===== src/rtl/rv_mem_arbiter.sv =====
// Round-robin arbiter sharing one synchronous RAM between two bus masters.
// Every output is registered; each grant issues exactly one s_valid pulse.
module rv_mem_arbiter #(
    parameter int unsigned ADDR_BITS = 8,
    parameter int unsigned TIMEOUT   = 15
) (
    input  logic                 clk,
    input  logic                 rst,
    input  logic                 m0_valid,
    input  logic [31:0]          m0_addr,
    input  logic [31:0]          m0_wdata,
    input  logic [3:0]           m0_wstrb,
    output logic                 m0_ready,
    output logic [31:0]          m0_rdata,
    output logic                 m0_err,
    input  logic                 m1_valid,
    input  logic [31:0]          m1_addr,
    input  logic [31:0]          m1_wdata,
    input  logic [3:0]           m1_wstrb,
    output logic                 m1_ready,
    output logic [31:0]          m1_rdata,
    output logic                 m1_err,
    output logic                 s_valid,
    output logic [ADDR_BITS-1:0] s_addr,
    output logic [31:0]          s_wdata,
    output logic [3:0]           s_wr_en,
    input  logic                 s_ack,
    input  logic [31:0]          s_rdata
);

    typedef enum logic [1:0] {IDLE, ISSUE, WAIT, DONE} state_t;

    localparam logic [7:0] TIMEOUT_CNT = 8'(TIMEOUT);

    state_t               state, state_n;
    logic                 grant, grant_n;
    logic                 last_grant, last_grant_n;
    logic [7:0]           cnt, cnt_n;
    logic                 s_valid_n;
    logic [ADDR_BITS-1:0] s_addr_n;
    logic [31:0]          s_wdata_n;
    logic [3:0]           s_wr_en_n;
    logic                 m0_ready_n, m1_ready_n, m0_err_n, m1_err_n;
    logic [31:0]          m0_rdata_n, m1_rdata_n;
    logic                 pick;
    logic                 finish, finish_err;
    logic [31:0]          finish_data;

    // Only the low address bits reach the RAM.
    logic unused_addr_bits;
    assign unused_addr_bits = ^{m0_addr[31:ADDR_BITS], m1_addr[31:ADDR_BITS]};

    always_ff @(posedge clk or posedge rst) begin
        if (rst) begin
            state      <= IDLE;
            grant      <= 1'b0;
            last_grant <= 1'b1;
            cnt        <= '0;
            s_valid    <= 1'b0;
            s_addr     <= '0;
            s_wdata    <= '0;
            s_wr_en    <= '0;
            m0_ready   <= 1'b0;
            m1_ready   <= 1'b0;
            m0_err     <= 1'b0;
            m1_err     <= 1'b0;
            m0_rdata   <= '0;
            m1_rdata   <= '0;
        end else begin
            state      <= state_n;
            grant      <= grant_n;
            last_grant <= last_grant_n;
            cnt        <= cnt_n;
            s_valid    <= s_valid_n;
            s_addr     <= s_addr_n;
            s_wdata    <= s_wdata_n;
            s_wr_en    <= s_wr_en_n;
            m0_ready   <= m0_ready_n;
            m1_ready   <= m1_ready_n;
            m0_err     <= m0_err_n;
            m1_err     <= m1_err_n;
            m0_rdata   <= m0_rdata_n;
            m1_rdata   <= m1_rdata_n;
        end
    end

    always_comb begin
        state_n      = state;
        grant_n      = grant;
        last_grant_n = last_grant;
        cnt_n        = cnt;
        s_valid_n    = 1'b0;
        s_addr_n     = s_addr;
        s_wdata_n    = s_wdata;
        s_wr_en_n    = s_wr_en;
        m0_ready_n   = 1'b0;
        m1_ready_n   = 1'b0;
        m0_err_n     = 1'b0;
        m1_err_n     = 1'b0;
        m0_rdata_n   = '0;
        m1_rdata_n   = '0;
        pick         = 1'b0;
        finish       = 1'b0;
        finish_err   = 1'b0;
        finish_data  = '0;

        case (state)
            IDLE: begin
                if (m0_valid || m1_valid) begin
                    // On a tie the requester not served last time wins.
                    pick         = !(m0_valid && (!m1_valid || last_grant));
                    grant_n      = pick;
                    last_grant_n = pick;
                    s_addr_n     = pick ? m1_addr[ADDR_BITS-1:0] : m0_addr[ADDR_BITS-1:0];
                    s_wdata_n    = pick ? m1_wdata : m0_wdata;
                    s_wr_en_n    = pick ? m1_wstrb : m0_wstrb;
                    s_valid_n    = 1'b1;
                    state_n      = ISSUE;
                end
            end
            ISSUE: begin
                cnt_n   = '0;
                state_n = WAIT;
            end
            WAIT: begin
                if (s_ack) begin
                    finish      = 1'b1;
                    finish_data = (s_wr_en == 4'b0000) ? s_rdata : 32'h0;
                end else begin
                    cnt_n = cnt + 8'd1;
                    if (cnt_n == TIMEOUT_CNT) begin
                        finish     = 1'b1;
                        finish_err = 1'b1;
                    end
                end
                if (finish) begin
                    state_n   = DONE;
                    s_wr_en_n = '0;
                    if (grant) begin
                        m1_ready_n = 1'b1;
                        m1_err_n   = finish_err;
                        m1_rdata_n = finish_data;
                    end else begin
                        m0_ready_n = 1'b1;
                        m0_err_n   = finish_err;
                        m0_rdata_n = finish_data;
                    end
                end
            end
            DONE: begin
                state_n = IDLE;
            end
            default: begin
                state_n = IDLE;
            end
        endcase
    end

endmodule

===== config.mk =====
export PLATFORM = sky130hd
export DESIGN_NAME = rv_mem_arbiter
export DESIGN_NICKNAME = d
export VERILOG_FILES = /design/src/rtl/rv_mem_arbiter.sv
export SDC_FILE = /design/constraint.sdc
export NUM_CORES = 1
export LEC_CHECK = 0
export ABC_AREA = 1
export BUFFER_PORTS_ARGS = -buffer_cell sky130_fd_sc_hd__buf_4
export CELL_PAD_IN_SITES_DETAIL_PLACEMENT = 2
export CELL_PAD_IN_SITES_GLOBAL_PLACEMENT = 2
export CORE_ASPECT_RATIO = 1.75
export CORE_MARGIN = 5
export CORE_UTILIZATION = 24
export CTS_CLUSTER_DIAMETER = 200
export DETAILED_ROUTE_END_ITERATION = 16
export PLACE_DENSITY = 0.76
export SYNTH_ARGS = -nofsm -noshare
export SYNTH_HDL_FRONTEND = slang
export SYNTH_SLANG_ARGS = --single-unit

===== constraint.sdc =====
create_clock -name clk -period 5.4 [get_ports clk]
set_clock_uncertainty 0.05 [all_clocks]
set_input_delay 0.54 -clock clk [delete_from_list [all_inputs] [get_ports clk]]
set_output_delay 0.54 -clock clk [all_outputs]
set_load 0.02 [all_outputs]

Word level (Yosys, flattened, before mapping)
Cells that the tools add are included.
{ "word_totals": {"in_bits": 173, "wordCells": 72, "output_inout_bits": 113, "ff_bits": 125} }
{ "classes": {"eq_ne": 7, "mux": 37, "reduce_logical": 13, "n_addsub": 1} }
{ "ops": {"columns": ["operator", "n"], "rows": [
  ["32-bit two-way mux", 9],
  ["1-bit two-way mux", 18],
  ["8-bit two-way mux", 2],
  ["8-bit one-hot mux with 2 select lines", 1],
  ["4-bit two-way mux", 3],
  ["8-bit by 1-bit adder with 8-bit output, second input constant", 1],
  ["8-bit by 4-bit equality test with 1-bit output, second input constant", 1],
  ["2-bit one-hot mux with 4 select lines", 1],
  ["4-bit one-hot mux with 2 select lines", 1],
  ["2-bit inequality test, second input constant", 3],
  ["2-bit AND reduction", 3],
  ["2-bit equality test, second input constant", 2],
  ["4-bit logical NOT", 1],
  ["2-bit two-way mux", 2],
  ["2-bit nonzero test", 2],
  ["3-bit AND reduction", 1],
  ["2-bit by 1-bit equality test with 1-bit output, second input constant", 1],
  ["1-bit logical NOT", 2],
  ["2-bit logical NOT", 1],
  ["1-bit logical OR", 2],
  ["1-bit logical AND", 1]
]} }

Depth between registers and ports, before layout
{ "depth": {"depth_word": 7, "depth_mapped": 12, "mapped_depth_nobuf": 12} }

Worst setup path before layout
OpenSTA, ideal clock, no wires.
{ "synth_path": {"kind": "register to register", "start": "reg cnt[0]", "end": "reg s_wr_en[0]", "path_buffers": 0, "stages_incl_launch_ff": 12, "setup_ps": 117, "synth_period_minus_slack_ps": 1597, "required_time_ps": 5233, "arrival_time_ps": 1430, "setup_slack_ps": 3803, "cell_sequence": "dfrtp_1 > ha_1 > nand3_1 > nand2_1 > nand2_1 > nand3_2 > nor2_4 > nand2_2 > nand3_4 > nand3_4 > nand2_1 > nand2_1"} }
{ "synth_via": {"elab_chain_cells": 7} }
{ "synth_rtl": {"columns": ["item", "line", "rtl"], "rows": [
  ["start: declaration", "38", "logic [7:0] cnt, cnt_n;"],
  ["start signal: assignment", "73", "cnt <= cnt_n;"],
  ["8-bit by 1-bit adder with 8-bit output", "130", "cnt_n = cnt + 8'd1;"],
  ["8-bit by 4-bit equality test with 1-bit output", "131", "if (cnt_n == TIMEOUT_CNT) begin"],
  ["1-bit two-way mux", "131", null],
  ["1-bit two-way mux", "126", "if (s_ack) begin"],
  ["1-bit two-way mux", "107", "case (state)"],
  ["2-bit inequality test (no source line)", null, null],
  ["3-bit AND reduction (no source line)", null, null],
  ["end signal: assignment", "77", "s_wr_en <= s_wr_en_n;"],
  ["end: declaration", "26", "output logic [3:0] s_wr_en,"]
]} }
Every way passes these cells. The select of a mux whose other input is x is not followed.
A chain may end at the register's enable or synchronous reset.

Final worst setup path
{ "layout_path": {"start": "reg state[0]", "end": "reg m0_rdata[10]"} }
{ "layout_via": {"elab_chain_cells": 2} }
{ "layout_rtl": {"columns": ["item", "line", "rtl"], "rows": [
  ["start: declaration", "35", "state_t state, state_n;"],
  ["start signal: assignment", "70", "state <= state_n;"],
  ["2-bit equality test", "107", null],
  ["32-bit two-way mux", "107", null],
  ["named net m0_rdata_n[10]", "44", "logic [31:0] m0_rdata_n, m1_rdata_n;"],
  ["end signal: assignment", "82", "m0_rdata <= m0_rdata_n;"],
  ["end: declaration", "14", "output logic [31:0] m0_rdata,"]
]} }
The timed path passes the listed nets, and every way through them passes these cells.

==> impl_metrics.tcl <==
set metrics [dict create \
    cts_buffers 17 \
    post_synth_num_cell_types 25 \
    finalSetupViolCount 0 \
    outcome "finished clean" \
    startpoint_type "register" \
    die_x_um 120 \
    grt_pass1_wl_mm 29.2 \
    final_core_util 0.368 \
    post-route-min-period_ps 2290 \
    place_congestion 0.735 \
    cts.path.max_buffers 2 \
    whs_ps 274 \
    arrival_ps 2570 \
    slew_violations 0 \
    post_drt_wl_per_cell_um 18.1 \
    cts_root_buf "clkbuf_16" \
    tritoncts "built" \
    wl_mm 18.6 \
    synth_seq_cells 125 \
    fin_area_um2 7660 \
    hold_viol_final 0 \
    final_nets 944 \
    crit_slowest_cell "ha_1" \
    ant_nets 0 \
    drtIter0Drc 88 \
    viasPerCell 4.57 \
    track_usage 0.158 \
    period_share 0.423 \
    path_buf_inv 2 \
    dpl-instance-area_um2 7080 \
    dp_hpwl_mm 13.6 \
    yosysTopAreaCellShare 0.616 \
    clk_pin_slew_worst_paths_ps 60 \
    io_pins 286 \
    clk_latency_ps 430 \
    pwr-share-comb 0.366 \
    tightest_slew_ps 918 \
    port-buffer-count 237 \
    syn2layout_area_growth_pct 52.1 \
    synthSimpleGateAreaFrac 0.175 \
    synth.cell_area_um2 5040 \
    sw_frac_of_total 0.373 \
    dr.pass1.iters 3 \
    tns_ps 0 \
    synth-xor-area-share 0 \
    gr-total-overflow 0 \
    post_cts_buffers 0 \
    synth_warnings 0 \
    die_h_um 202 \
    avgSynthCellArea_um2 9.46 \
    cp_top_family "simple AND/OR/NAND/NOR gates" \
    r2r_setup_slack_ps 3110 \
    drive_gt1_frac 0.380 \
    n_antenna_cell 0 \
    vdd_drop_max_uv 200 \
    synthMuxAreaShare 0 \
    clock_sinks 125 \
    syn-num-nets 711 \
    cap_violations 0 \
    start_util 0.242 \
    p_int_mw 2.42 \
    vias 4705 \
    core_um2 20800 \
    synth-compound-area-share 0.113 \
    nFillCells 2364 \
    grt_pass1_vias 5490 \
    fmax_ghz 0.437 \
    synth_area_leaders "dfrtp_1, nor2_1, inv_1" \
    relSlewSlack 0.388 \
    max_stage_delay_ps 560 \
    yosys.area.top_type "dfrtp_1" \
    cts_hold_buf 0 \
    final_common_cell "buf_4" \
    synth_cells 533 \
    path_cells "inv_1 -> ha_1 -> nand2_1 -> buf_4 -> nor3_1" \
    cp.required_ps 5690 \
    grt_max_degree 85 \
    p_sw_mw 1.44 \
    cp-end-kind "register" \
    synth_top_family_by_area "simple AND/OR/NAND/NOR gates" \
    synthAdderAreaFrac 0.0124 \
    path_class "reg2reg" \
    power_density_nw_per_um2 504 \
    seqPwrFrac 0.332 \
    clkPwrFrac 0.301 \
    die-area_um2 24100 \
    rsz0062_at_grt "no" \
    path_max_fanout 21 \
    cellLeakagePower_nw 3.92 \
    drc_errors 0 \
    mostFrequentLayoutCells "buf_4, dfrtp_1, nor2_1, inv_1, nand2_1" \
    min_path_type "in2async" \
    ys_seq_area_frac 0.621 \
    htree_levels 4 \
    rows 70 \
    cts.repair.resized 0 \
    antenna_found_initial 0 \
]
==> layer usage <==
metal | global-route usage | routed length [um] | up-vias
met5 | 0 | 0 | -
met4 | 0.0639 | 476 | 0
met3 | 0.0529 | 1250 | 32
met2 | 0.310 | 10800 | 159
met1 | 0.144 | 6050 | 2329
li1 | - | - | 2185
==> worst reg2reg max path, cell delays in order, from the launching register on <==
cell and delay, ps:
dfrtp_1 400, inv_1 110, ha_1 560, nand2_1 490, buf_4 380, nor3_1 210
==> area by class of cell <==
class                   count  area [um^2]  area share
multi-input cells         303         1520       0.199
clock inverters            11          143      0.0186
well taps                 252          315      0.0411
repair buffers            243         1820       0.238
flip-flops and latches    125         3130       0.408
inverters                  76          288      0.0376
clock buffers              19          443      0.0578
==> registers in the layout (all words and copies together), names as in the netlist <==
name	count
m0_err	1
m0_ready	1
m1_ready	1
m1_err	1
grant	1
s_wdata	32
s_addr	8
m0_rdata	32
s_wr_en	4
cnt	8
state	2
m1_rdata	32
last_grant	1
s_valid	1
==> synthesized netlist by cell type, drive strengths merged <==
cell type and n:
a21oi 5, buf 3, clkbuf 26, dfrtp 124, dfstp 1, ha 5
inv 76, nand2 62, nand3 13, nand4 6, nor2 85, nor3 30
nor4 1, o21a 1, o21ai 51, o22ai 43, or2 1
==> through the flow <==
stage               total power, mW  setup slack (ps)  std cells
detailed placement             2.76              2920        999
finish                         3.86              3110       1029
CTS                            3.95              3020       1029
floorplan                      2.11              1480        533
global placement               2.72              2930        999
global route                   4.11              2840       1029
==> path summary, 6_finish.rpt <==
check	start	to	cells after the start
hold reg to reg	last_grant	last_grant	2
hold / removal	rst	m1_rdata[1]	2
setup / recovery	state[0]	m0_rdata[10]	5
max in group asynchronous	rst	m0_rdata[20]	3
min in group clk	s_rdata[9]	m1_rdata[9]	3
setup reg to reg	state[0]	m0_rdata[10]	5
==> power groups by stage <==
stage | sequential (mW) | combinational [mW] | clock, mW
final | 1.28 | 1.41 | 1.16
after global routing | 1.32 | 1.56 | 1.23
after CTS | 1.29 | 1.46 | 1.20
after detailed placement | 1.30 | 1.45 | 0
after global placement | 1.29 | 1.43 | 0
after floorplan | 1.52 | 0.588 | 0
==> kinds of logic after synthesis <==
family | count (synthesis)
AOI/OAI and AO/OA | 100
buffers and inverters | 105
adders and majority gates | 5
DFF | 125
and+or+nand+nor | 198
Note: power is estimated with default switching activity, not from simulation.
